## src/rtl/bcd_display_scheduler_if.sv

```systemverilog
// ---------------------------------------------------------------------------
// bcd_display_scheduler_if
//   Bundles the data and status signals of bcd_display_scheduler.
//   master : producer side (switch/counter logic). Drives BCD_IN, LOAD, AUTO
//            and observes HEX_OUT, ERR, BUSY, DONE.
//   slave  : the scheduler itself, the mirror image of master.
//   Signals
//     BCD_IN   4*NDIG  packed nibbles, digit i = BCD_IN[4i+3:4i]
//     LOAD     1       request one scan/commit pass
//     AUTO     1       restart a pass right after every commit
//     HEX_OUT  7*NDIG  active-low segments, digit i = HEX_OUT[7i+6:7i]
//     ERR      NDIG    committed nibble i was above 9
//     BUSY     1       a pass is in progress
//     DONE     1       one-cycle pulse after the commit
// ---------------------------------------------------------------------------
interface bcd_display_scheduler_if #(
  parameter int NDIG = 4
);
  logic [4*NDIG-1:0] BCD_IN;
  logic              LOAD;
  logic              AUTO;
  logic [7*NDIG-1:0] HEX_OUT;
  logic [NDIG-1:0]   ERR;
  logic              BUSY;
  logic              DONE;

  modport master (
    output BCD_IN,
    output LOAD,
    output AUTO,
    input  HEX_OUT,
    input  ERR,
    input  BUSY,
    input  DONE
  );

  modport slave (
    input  BCD_IN,
    input  LOAD,
    input  AUTO,
    output HEX_OUT,
    output ERR,
    output BUSY,
    output DONE
  );
endinterface

```

## src/rtl/bcd_display_scheduler.sv

```systemverilog
// ---------------------------------------------------------------------------
// bcd_display_scheduler
//   Shares a single BCD-to-7-segment decoder (with a >9 range check) across
//   NDIG display digits. A pass snapshots the packed BCD word, walks the
//   digits through the decoder one slot at a time (DIV cycles per slot) into
//   a staging buffer, then commits every digit to the outputs on one edge so
//   the display never shows a half-updated number.
//
//   Ports
//     CLOCK_50  in   system clock, rising edge
//     RESET     in   asynchronous, active-high reset
//     bus       slave side of bcd_display_scheduler_if (BCD_IN, LOAD, AUTO
//               in; HEX_OUT, ERR, BUSY, DONE out, all outputs registered)
//
//   Timing: a start taken at edge k commits on edge k+NDIG*DIV+1, and DONE
//   is high for the single cycle that follows that edge.
// ---------------------------------------------------------------------------
module bcd_display_scheduler #(
  parameter int NDIG = 4,
  parameter int DIV  = 4
) (
  input  logic                  CLOCK_50,
  input  logic                  RESET,
  bcd_display_scheduler_if.slave bus
);

  // Counter widths, never narrower than one bit.
  localparam int SW = (NDIG > 1) ? $clog2(NDIG) : 1;
  localparam int CW = (DIV > 1) ? $clog2(DIV) : 1;

  localparam logic [SW-1:0] SLOT_LAST = SW'(NDIG - 1);
  localparam logic [CW-1:0] CNT_LAST  = CW'(DIV - 1);
  localparam logic [SW-1:0] SLOT_ONE  = SW'(1);
  localparam logic [CW-1:0] CNT_ONE   = CW'(1);

  localparam logic [1:0] ST_IDLE   = 2'd0;
  localparam logic [1:0] ST_SCAN   = 2'd1;
  localparam logic [1:0] ST_UPDATE = 2'd2;

  localparam logic [6:0] SEG_BLANK = 7'b1111111;

  // Active-low segment pattern for one nibble; 10..15 show a dash (g only).
  function automatic logic [6:0] seg_decode(input logic [3:0] nib);
    logic [6:0] seg;
    case (nib)
      4'd0:    seg = 7'b1000000;
      4'd1:    seg = 7'b1111001;
      4'd2:    seg = 7'b0100100;
      4'd3:    seg = 7'b0110000;
      4'd4:    seg = 7'b0011001;
      4'd5:    seg = 7'b0010010;
      4'd6:    seg = 7'b0000010;
      4'd7:    seg = 7'b1111000;
      4'd8:    seg = 7'b0000000;
      4'd9:    seg = 7'b0010000;
      default: seg = 7'b0111111;
    endcase
    return seg;
  endfunction

  // Range check paired with the decoder: nibble is not a valid BCD digit.
  function automatic logic nib_out_of_range(input logic [3:0] nib);
    return (nib > 4'd9);
  endfunction

  // State and datapath registers.
  logic [1:0]            state_r;
  logic [NDIG-1:0][3:0]  shadow_r;
  logic [SW-1:0]         slot_r;
  logic [CW-1:0]         cnt_r;
  logic                  pending_r;
  logic [NDIG-1:0][6:0]  staging_r;
  logic [NDIG-1:0]       errstage_r;
  logic [NDIG-1:0][6:0]  hex_r;
  logic [NDIG-1:0]       err_r;
  logic                  busy_r;
  logic                  done_r;

  // Combinational control.
  logic [1:0]            state_nx_s;
  logic                  start_s;
  logic                  slot_end_s;
  logic                  last_slot_s;
  logic                  commit_s;
  logic                  pend_set_s;
  logic [3:0]            nibble_s;
  logic [6:0]            seg_s;
  logic                  range_err_s;

  // Next-state decode and per-cycle control strobes.
  always_comb begin
    state_nx_s  = state_r;
    start_s     = 1'b0;
    slot_end_s  = 1'b0;
    last_slot_s = 1'b0;
    commit_s    = 1'b0;
    case (state_r)
      ST_IDLE: begin
        if (bus.LOAD || bus.AUTO || pending_r) begin
          start_s    = 1'b1;
          state_nx_s = ST_SCAN;
        end else begin
          state_nx_s = ST_IDLE;
        end
      end
      ST_SCAN: begin
        if (cnt_r == CNT_LAST) begin
          slot_end_s = 1'b1;
          if (slot_r == SLOT_LAST) begin
            last_slot_s = 1'b1;
            state_nx_s  = ST_UPDATE;
          end else begin
            state_nx_s  = ST_SCAN;
          end
        end else begin
          state_nx_s = ST_SCAN;
        end
      end
      ST_UPDATE: begin
        commit_s   = 1'b1;
        state_nx_s = ST_IDLE;
      end
      default: begin
        state_nx_s = ST_IDLE;
      end
    endcase
  end

  // A LOAD seen while a pass is running (including the commit edge) is
  // remembered as one extra pass; repeats simply re-set the same flag.
  always_comb begin
    if ((state_r == ST_SCAN) || (state_r == ST_UPDATE)) begin
      pend_set_s = bus.LOAD;
    end else begin
      pend_set_s = 1'b0;
    end
  end

  // Shared decoder: fed from the snapshot digit selected by the slot counter.
  always_comb begin
    nibble_s    = shadow_r[slot_r];
    seg_s       = seg_decode(nibble_s);
    range_err_s = nib_out_of_range(nibble_s);
  end

  // FSM state register.
  always_ff @(posedge CLOCK_50 or posedge RESET) begin
    if (RESET) begin
      state_r <= ST_IDLE;
    end else begin
      state_r <= state_nx_s;
    end
  end

  // Slot and divider counters; both stop at their last value and restart at 0.
  always_ff @(posedge CLOCK_50 or posedge RESET) begin
    if (RESET) begin
      slot_r <= {SW{1'b0}};
      cnt_r  <= {CW{1'b0}};
    end else if (start_s) begin
      slot_r <= {SW{1'b0}};
      cnt_r  <= {CW{1'b0}};
    end else if (slot_end_s) begin
      cnt_r <= {CW{1'b0}};
      if (last_slot_s) begin
        slot_r <= {SW{1'b0}};
      end else begin
        slot_r <= slot_r + SLOT_ONE;
      end
    end else if (state_r == ST_SCAN) begin
      cnt_r <= cnt_r + CNT_ONE;
    end
  end

  // Input snapshot: taken only when a pass starts, so BCD_IN may move freely
  // while the digits are being scanned.
  always_ff @(posedge CLOCK_50 or posedge RESET) begin
    if (RESET) begin
      shadow_r <= '0;
    end else if (start_s) begin
      shadow_r <= bus.BCD_IN;
    end
  end

  // One-deep request memory; consumed by the start it causes.
  always_ff @(posedge CLOCK_50 or posedge RESET) begin
    if (RESET) begin
      pending_r <= 1'b0;
    end else if (start_s) begin
      pending_r <= 1'b0;
    end else if (pend_set_s) begin
      pending_r <= 1'b1;
    end
  end

  // Staging buffer written one digit per slot; reset discards a partial scan.
  always_ff @(posedge CLOCK_50 or posedge RESET) begin
    if (RESET) begin
      staging_r  <= {NDIG{SEG_BLANK}};
      errstage_r <= {NDIG{1'b0}};
    end else if (slot_end_s) begin
      staging_r[slot_r]  <= seg_s;
      errstage_r[slot_r] <= range_err_s;
    end
  end

  // Display outputs change only on the commit edge, all digits together.
  always_ff @(posedge CLOCK_50 or posedge RESET) begin
    if (RESET) begin
      hex_r <= {NDIG{SEG_BLANK}};
      err_r <= {NDIG{1'b0}};
    end else if (commit_s) begin
      hex_r <= staging_r;
      err_r <= errstage_r;
    end
  end

  // Status flags: BUSY follows the registered next state so it drops on the
  // edge that re-enters IDLE; DONE is a single-cycle strobe after commit.
  always_ff @(posedge CLOCK_50 or posedge RESET) begin
    if (RESET) begin
      busy_r <= 1'b0;
      done_r <= 1'b0;
    end else begin
      busy_r <= (state_nx_s != ST_IDLE);
      done_r <= commit_s;
    end
  end

  assign bus.HEX_OUT = hex_r;
  assign bus.ERR     = err_r;
  assign bus.BUSY    = busy_r;
  assign bus.DONE    = done_r;

endmodule
```

## src/flat_wrapper.sv

```systemverilog
// flat-port wrapper written by rule: the top's interface ports become plain ports
module bcd_display_scheduler_flat 
#(
  parameter int NDIG = 4,
  parameter int DIV  = 4
)
  (CLOCK_50, RESET, bus_BCD_IN, bus_LOAD, bus_AUTO, bus_HEX_OUT, bus_ERR, bus_BUSY, bus_DONE);
  bcd_display_scheduler_if #(.NDIG(NDIG)) bus_i ();
  input  logic CLOCK_50;
  input  logic RESET;
  input wire logic [$bits(bus_i.BCD_IN)-1:0] bus_BCD_IN;
  input wire logic [$bits(bus_i.LOAD)-1:0] bus_LOAD;
  input wire logic [$bits(bus_i.AUTO)-1:0] bus_AUTO;
  output wire logic [$bits(bus_i.HEX_OUT)-1:0] bus_HEX_OUT;
  output wire logic [$bits(bus_i.ERR)-1:0] bus_ERR;
  output wire logic [$bits(bus_i.BUSY)-1:0] bus_BUSY;
  output wire logic [$bits(bus_i.DONE)-1:0] bus_DONE;
  assign bus_i.BCD_IN = bus_BCD_IN;
  assign bus_i.LOAD = bus_LOAD;
  assign bus_i.AUTO = bus_AUTO;
  assign bus_HEX_OUT = bus_i.HEX_OUT;
  assign bus_ERR = bus_i.ERR;
  assign bus_BUSY = bus_i.BUSY;
  assign bus_DONE = bus_i.DONE;
  bcd_display_scheduler #(.NDIG(NDIG), .DIV(DIV)) u_core (.CLOCK_50(CLOCK_50), .RESET(RESET), .bus(bus_i));
endmodule
```

## config.mk

```make
export PLATFORM = sky130hd
export DESIGN_NAME = bcd_display_scheduler_flat
export DESIGN_NICKNAME = d
export VERILOG_FILES = /design/src/rtl/bcd_display_scheduler_if.sv /design/src/rtl/bcd_display_scheduler.sv /design/src/flat_wrapper.sv
export SDC_FILE = /design/constraint.sdc
export NUM_CORES = 1
export LEC_CHECK = 0
export CAP_MARGIN = 20
export CORE_MARGIN = 2
export CORE_UTILIZATION = 54
export DETAILED_ROUTE_END_ITERATION = 12
export PLACE_DENSITY_LB_ADDON = 0.05
export SKIP_CTS_REPAIR_TIMING = 1
export SLEW_MARGIN = 20
export SYNTH_ARGS = -nofsm -noshare
export SYNTH_HDL_FRONTEND = slang
export SYNTH_SLANG_ARGS = --single-unit
export TNS_END_PERCENT = 30
```

## constraint.sdc

```tcl
create_clock -name CLOCK_50 -period 3.5 [get_ports CLOCK_50]
set_clock_uncertainty 0.05 [all_clocks]
set_input_delay 0.7 -clock CLOCK_50 [delete_from_list [all_inputs] [get_ports CLOCK_50]]
set_output_delay 0.7 -clock CLOCK_50 [all_outputs]
set_load 0.005 [all_outputs]
```

==> qor.yml, run 1 <==
rsz0062_at_grt: "no"
routed_wl_um: 6560
worstPathMaxFanout: 9
clk_latency_ps: 350
finalCoreUtilization_pct: 67.5
detail_route.vias_per_cell: 5.15
use_met3_pct: 4.27
critPathLaunchType: "flip-flop"
setup_violations: 0
synth_fa_ha_area_share_pct: 4.67
hold_viol: 0
fin_nets: 408
cts_buffers: 9
ios: 54
r2r_setup_slack_ps: 1170
synth_top_family_by_area: "multiplexers"
worstSetupEndpointType: "flip-flop"
start_util_pct: 55.6
r2r_end: "u_core.staging_r[1]"
place_congestion: 0.743
antenna_cells: 0
grt_max_degree: 90
holdCritPathClass: "reg -> reg"
synth_cell_types: 28
total_power_mw: 3.56
dpl.hpwl_um: 4300
min_from: "u_core.staging_r[14]"
critPathRequiredTime_ps: 3700
synth-warning-count: 0
ys_seq_area_share_pct: 61.2
fp.dieH_um: 87.4
met2_usage_pct: 29.4
synth_area_mm2: 0.00375
arrival_ps: 2540
drive_above_1_share_pct: 31.9
top_usage_layer: "met2"
synthMuxAreaShare_pct: 12.8
dr.pass1.iters: 4
ant_nets: 0
r2r-start: "u_core.slot_r[0]"
worstMarginPinSlew_ps: 719
powerDensity_mw_per_mm2: 782
async_flop_share_pct: 100
status: "finished, final reports clean"
grt_util_met1_pct: 26.8
grt_pass1_vias: 2272
grt_remaining_overflow: 0
drc: 0
whs_path_depth: 2
peakVddDrop_mv: 0.410
tns_ps: 0
reg2reg_depth: 6
layout_min_cycle_time_ps: 2330
synthCells: 320
tritoncts: "yes"
syn2layout_area_growth_pct: 21.4
coreArea_mm2: 0.00676
htreeDepth: 3
hold_ws_ps: 416
min_to: "u_core.staging_r[14]"
vias: 2365
maxSlewHeadroom_pct: 52.1
grt_usage_pct: 19.3
ys.flop_type: "dfstp_2"
port_buffers: 53
cts_buffer_depth: 2
cap_viol_max_count: 0
fmax_mhz: 428
synth_simple_gate_area_share_pct: 10.9
finalMaxSlewViolations: 0
leakage_nw: 2.01
syn_area_per_cell_um2: 11.7
wl_per_cell_um: 14.3
cts_root_buffer: "clkbuf_8"
synth_edf_count: 0
period_share_pct: 66.7
ys_ff_latch: 89
fp-row-count: 30
antenna_found_initial: 0
critPathKind: "reg -> reg"
die_w_um: 87.4
clock-sinks: 89
dieArea_mm2: 0.00763
grt_pass1_wl_um: 11200
syn-num-nets: 354
synth_xor_area_share_pct: 0
synth_compound_area_share_pct: 7.60
clk_pin_slew_worst_paths_ps: 90
drt_iter0_drc: 131
## critical path: stages, from the launching register on
cell and delay (ps):
dfrtp_1 580, mux4_2 630, inv_1 170, ha_1 270, a21o_1 150, o21ai_0 220
o21ai_0 170
## power breakdown
part | internal [mW] | switching (mW) | leakage [nW] | total (mW)
registers | 1.44 | 0.185 | 0.995 | 1.63
clock network | 0.331 | 0.363 | 0.104 | 0.693
logic | 0.503 | 0.738 | 0.909 | 1.24
total | 2.28 | 1.29 | 2.01 | 3.56
## sequential cells by signal, indices dropped and copies added, names as in the netlist
| signal | cells |
|---|---|
| u_core.bus.HEX_OUT | 28 |
| u_core.staging_r | 28 |
| u_core.shadow_r | 16 |
| u_core.bus.ERR | 4 |
| u_core.errstage_r | 4 |
| u_core.cnt_r | 2 |
| u_core.slot_r | 2 |
| u_core.state_r | 2 |
| u_core.bus.BUSY | 1 |
| u_core.bus.DONE | 1 |
| u_core.pending_r | 1 |
## synthesized netlist by cell type, types with 2 or more instances
| cell type | number | area (µm²) |
|---|---|---|
| ha_1 | 14 | 175 |
| a21oi_1 | 5 | 25.0 |
| nand2_1 | 90 | 338 |
| dfstp_2 | 56 | 1470 |
| mux2i_1 | 2 | 20.0 |
| o21ai_0 | 24 | 120 |
| inv_1 | 12 | 45.0 |
| buf_1 | 5 | 18.8 |
| mux2_2 | 33 | 372 |
| mux4_2 | 4 | 90.1 |
| nor3_1 | 2 | 10.0 |
| dfrtp_1 | 33 | 826 |
| o21ai_2 | 4 | 35.0 |
| and2_1 | 2 | 12.5 |
| nor2_1 | 5 | 18.8 |
| o21ai_1 | 12 | 60.1 |
| clkbuf_1 | 6 | 22.5 |
## area by class of cell
type | count | area [µm²]
clock inverter | 7 | 68.8
sequential | 89 | 2300
timing repair buffer | 56 | 566
multi-input combinational | 206 | 1360
clock buffer | 9 | 124
inverter | 12 | 46.3
fill | 524 | 2200
tap | 80 | 100
## how the worst max path moves through the flow
stage / startpoint / end / depth (start not counted)
2_1_floorplan: RESET / u_core.bus.BUSY / 1
3_3_place_gp: u_core.slot_r[0] / u_core.staging_r[1] / 6
3_5_place_dp: u_core.slot_r[0] / u_core.staging_r[22] / 6
4_1_cts: u_core.slot_r[0] / u_core.staging_r[1] / 6
5_1_grt: u_core.slot_r[0] / u_core.errstage_r[3] / 6
6_report: u_core.slot_r[0] / u_core.staging_r[1] / 6
## layout by cell type (no fill, tap or decap), drive strengths merged, types with 2 or more instances in the layout
cell type	count
mux2	33
o21ai	40
nor2	5
clkinv	5
ha	14
mux4	4
clkdlybuf4s50	53
mux2i	2
inv	13
dfrtp	33
nand2	90
o31a	2
clkbuf	9
buf	3
a21oi	5
dfstp	56
nor3	2
and2	2
## kinds of logic after synthesis
group | count (synthesis)
AOI/OAI and AO/OA | 50
adders and majority gates | 14
DFF | 89
buffers and inverters | 25
muxes | 39
and+or+nand+nor | 103
## routing by layer
layer  up-vias  wire length [µm]
li1       1170                 -
met1      1143              3160
met2        46              3100
met3         6               200
met4         0                98
met5         -                 0
## stage by stage
step	cells	instance area [µm²]	setup WS [ps]
after floorplan	320	3750	536
final	459	4560	1170
after global routing	459	4560	1010
after global placement	443	4370	1310
after CTS	459	4560	1180
after detailed placement	443	4370	1240
No activity file was read; power rests on OpenSTA's default activity.
==> run 2, diff against run 1 <==
Settings changed: CORE_UTILIZATION 54 to 49.
Clock period 3.5 ns to 2.1 ns, I/O delays scaled along.
==> qor.yml, run 2 (synthesis gave the netlist of run 1 again) <==
cts_buffers: 9
fp.dieH_um: 91.5
crit_end: "u_core.staging_r[11]"
detail_route.vias_per_cell: 4.95
antenna_found_initial: 0
cpPeakStageDelay_ps: 520
final_cell_mix: "90 x nand2_1, 56 x dfstp_2, 53 x clkdlybuf4s50_1"
cap_viol_max_count: 0
cp_slowest_cell: "mux4_2"
clk_latency_ps: 350
htreeDepth: 3
hold_ws_ps: 340
hold_viol: 0
powerDensity_mw_per_mm2: 1330
r2r_end: "u_core.staging_r[11]"
grt_remaining_overflow: 0
finalMaxSlewViolations: 0
vias: 2430
tns_ps: 0
dpl-instance-area_mm2: 0.00445
grt_max_degree: 45
layout_min_cycle_time_ps: 1980
ios: 54
final_area_mm2: 0.00471
use_met3_pct: 2.82
wl_per_cell_um: 14.3
ant_nets: 0
fp-row-count: 31
drt_iter0_drc: 57
reg2reg_depth: 7
setup_violations: 0
grt_usage_pct: 18.7
met2_usage_pct: 29.0
die_w_um: 91.5
start_util_pct: 51.2
cpMostUsedCell: "inv_1"
r2r-start: "u_core.slot_r[0]"
place_congestion: 0.878
routed_wl_um: 7030
syn2layout_area_growth_pct: 25.5
maxSlewHeadroom_pct: 63.5
worstPathMaxFanout: 4
worstSetupEndpointType: "flip-flop"
worstMarginPinSlew_ps: 546
clk_pin_slew_worst_paths_ps: 90
leakage_nw: 2.07
critPathLaunchType: "flip-flop"
holdCritPathClass: "in -> async"
tritoncts: "yes"
port_buffers: 53
clock-sinks: 89
critPathRequiredTime_ps: 2310
cts_root_buffer: "clkbuf_8"
fin_nets: 421
top_usage_layer: "met2"
dpl.hpwl_um: 4850
startpoint: "u_core.slot_r[0]"
drive_above_1_share_pct: 34.9
crit_family: "multiplexers"
crit_buf_inv: 2
cts_buffer_depth: 2
grt_util_met1_pct: 26.4
peakVddDrop_mv: 0.704
status: "finished, final reports clean"
arrival_ps: 2190
fmax_mhz: 505
dr.pass1.iters: 4
crit_chain: "mux4_2 -> inv_1 -> ha_1 -> inv_1 -> mux2_2 -> o21ai_4 -> o21ai_0"
coreArea_mm2: 0.00733
finalCoreUtilization_pct: 64.3
grt_pass1_vias: 2463
grt_pass1_wl_um: 12400
fillers: 547
cp.depth: 7
period_share_pct: 94.2
drc: 0
dieArea_mm2: 0.00838
final_common_cell: "nand2_1"
antenna_cells: 0
r2r_setup_slack_ps: 120
critPathKind: "reg -> reg"
-- run 2: cell type report --
cell class	count	area (µm²)	share of cell area, %
flip-flops and latches	89	2300	48.8
multi-input cells	206	1370	29.1
repair buffers	69	676	14.3
clock buffers	10	128	2.71
well taps	99	124	2.63
clock inverters	6	66.3	1.41
inverters	12	48.8	1.04
-- run 2: per-stage QoR --
stage | setup WS [ps] | cells | power [mW]
finish | 121 | 491 | 6.24
global route | -1.72 | 491 | 6.76
CTS | -53.0 | 484 | 6.07
detailed placement | -13.2 | 468 | 4.89
global placement | 63.8 | 468 | 4.81
floorplan | 157 | 320 | 4.18
-- run 2: how the worst min path moves through the flow --
stage	start	endpoint	slack [ps]	depth (start not counted)
global placement	u_core.staging_r[7]	u_core.staging_r[7]	400	2
global route	RESET	u_core.errstage_r[3]	360	2
CTS	RESET	u_core.bus.ERR[1]	340	2
detailed placement	u_core.staging_r[9]	u_core.staging_r[9]	410	2
floorplan	u_core.shadow_r[10]	u_core.shadow_r[10]	390	2
finish	RESET	u_core.bus.ERR[1]	340	2
-- run 2: routing by layer --
layer / routed length [µm] / up-vias / part of all wire [%]
met5: 0 / - / 0
met4: 73 / 0 / 1.0
met3: 225 / 6 / 3.2
met2: 3320 / 45 / 47
met1: 3410 / 1182 / 49
li1: - / 1197 / -
-- run 2: report_power, final --
| part | internal (mW) | total [mW] | switching (mW) |
|---|---|---|---|
| combinational | 1.05 | 2.36 | 1.30 |
| clock | 0.556 | 1.16 | 0.605 |
| sequential | 2.41 | 2.73 | 0.315 |
| total | 4.02 | 6.24 | 2.22 |
==> run 3, diff against run 2 <==
Settings changed: GPL_TIMING_DRIVEN from default to 0, SKIP_CTS_REPAIR_TIMING 1 to default.
==> qor.yml, run 3 (synthesis gave the netlist of run 1 again) <==
leakage_nw: 2.06
fp.dieH_um: 91.5
grt_usage_pct: 18.2
final_area_mm2: 0.00475
dr.pass1.iters: 4
ant_nets: 0
place_ws_ps: -360
syn2layout_area_growth_pct: 26.5
layout_min_cycle_time_ps: 2080
fillers: 596
fin_nets: 423
detail_route.vias_per_cell: 4.91
hold_viol: 0
arrival_ps: 2310
vias: 2419
htreeDepth: 3
antenna_found_initial: 0
grt_pass1_vias: 2507
powerDensity_mw_per_mm2: 1340
setup_ws_ps: 24.0
ios: 54
cp.depth: 8
clk_latency_ps: 360
rsz0062_at_grt: "yes"
holdCritPathClass: "in -> async"
reg2reg_depth: 8
place_congestion: 0.771
worstMarginPinSlew_ps: 630
maxSlewHeadroom_pct: 58.0
clock-sinks: 89
clk_pin_slew_worst_paths_ps: 100
dpl-instance-area_mm2: 0.00445
worstSetupEndpointType: "flip-flop"
finalMaxSlewViolations: 0
fmax_mhz: 482
start_util_pct: 51.2
cpPeakStageDelay_ps: 550
wl_per_cell_um: 14.0
cts_buffers: 9
coreArea_mm2: 0.00733
port_buffers: 53
fp-row-count: 31
worstPathMaxFanout: 7
critPathKind: "reg -> reg"
die_w_um: 91.5
final_cell_mix: "90 x nand2_1, 56 x dfstp_2, 53 x clkdlybuf4s50_1"
period_share_pct: 98.9
setup_violations: 0
critPathRequiredTime_ps: 2330
crit_chain: "buf_6 -> mux4_2 -> inv_2 -> ha_1 -> inv_1 -> mux2_2 -> o21ai_4 -> o21ai_0"
cts_buffer_depth: 2
finalCoreUtilization_pct: 64.8
crit_family: "multiplexers"
dieArea_mm2: 0.00838
tritoncts: "yes"
status: "finished, final reports clean"
drive_above_1_share_pct: 33.2
cp_slowest_cell: "mux4_2"
grt_max_degree: 36
drt_iter0_drc: 79
routed_wl_um: 6880
peakVddDrop_mv: 0.675
crit_buf_inv: 3
drc: 0
grt_pass1_wl_um: 12000
cap_viol_max_count: 0
hold_ws_ps: 395
dpl.hpwl_um: 4920
tns_ps: 0
antenna_cells: 0
critPathLaunchType: "flip-flop"
final_common_cell: "nand2_1"
grt_remaining_overflow: 0
cts_root_buffer: "clkbuf_8"
## run 3: changes by cell type in the layout (fill, tap and decap cells not counted), sizes merged
cell / before / now
clkbuf: 10 / 18
buf: 16 / 12
clkinv: 2 / 0
## run 3: final timing paths
| kind | start | to | slack [ps] |
|---|---|---|---|
| setup reg to reg | u_core.slot_r[0] | u_core.staging_r[11] | 20 |
| hold / removal | RESET | u_core.bus.ERR[1] | 400 |
| setup / recovery | u_core.slot_r[0] | u_core.staging_r[11] | 20 |
| hold reg to reg | u_core.staging_r[9] | u_core.staging_r[9] | 420 |
| min in group CLOCK_50 | u_core.staging_r[9] | u_core.staging_r[9] | 420 |
| max in group asynchronous | RESET | u_core.staging_r[24] | 990 |
## run 3: layout make-up
class,count,area [µm²],area share (%)
clock inverters,4,55.1,1.16
inverters,12,48.8,1.03
well taps,99,124,2.61
multi-input cells,206,1390,29.3
flip-flops and latches,89,2300,48.4
repair buffers,58,593,12.5
plain buffers,13,61.3,1.29
clock buffers,12,178,3.74
## run 3: routing by layer
metal | vias up | share of wire, % | global-route usage (%)
met5 | - | 0 | 0
met1 | 1160 | 46 | 24.1
met2 | 52 | 48 | 29.6
met3 | 7 | 4.2 | 2.99
met4 | 0 | 1.4 | 7.95
li1 | 1200 | - | -
## run 3: report_power, final
part	switching [mW]	internal, mW
registers	0.273	2.40
logic	1.39	1.00
clock network	0.618	0.704
total	2.28	4.11
## run 3: what timing repair did
item                                    CTS  global route
hold buffers                              0             0
setup buffers                             0             3
hold endpoints to repair                  0             0
pin swaps                                 0             2
endpoints found under the setup margin   19            42
resized for setup                         8            11
## run 3: through the flow
| step | power (mW) | instances |
|---|---|---|
| 2_1_floorplan | 4.18 | 320 |
| 6_report | 6.39 | 493 |
| 3_3_place_gp | 4.81 | 472 |
| 4_1_cts | 6.30 | 490 |
| 5_1_grt | 6.90 | 493 |
| 3_5_place_dp | 4.88 | 474 |
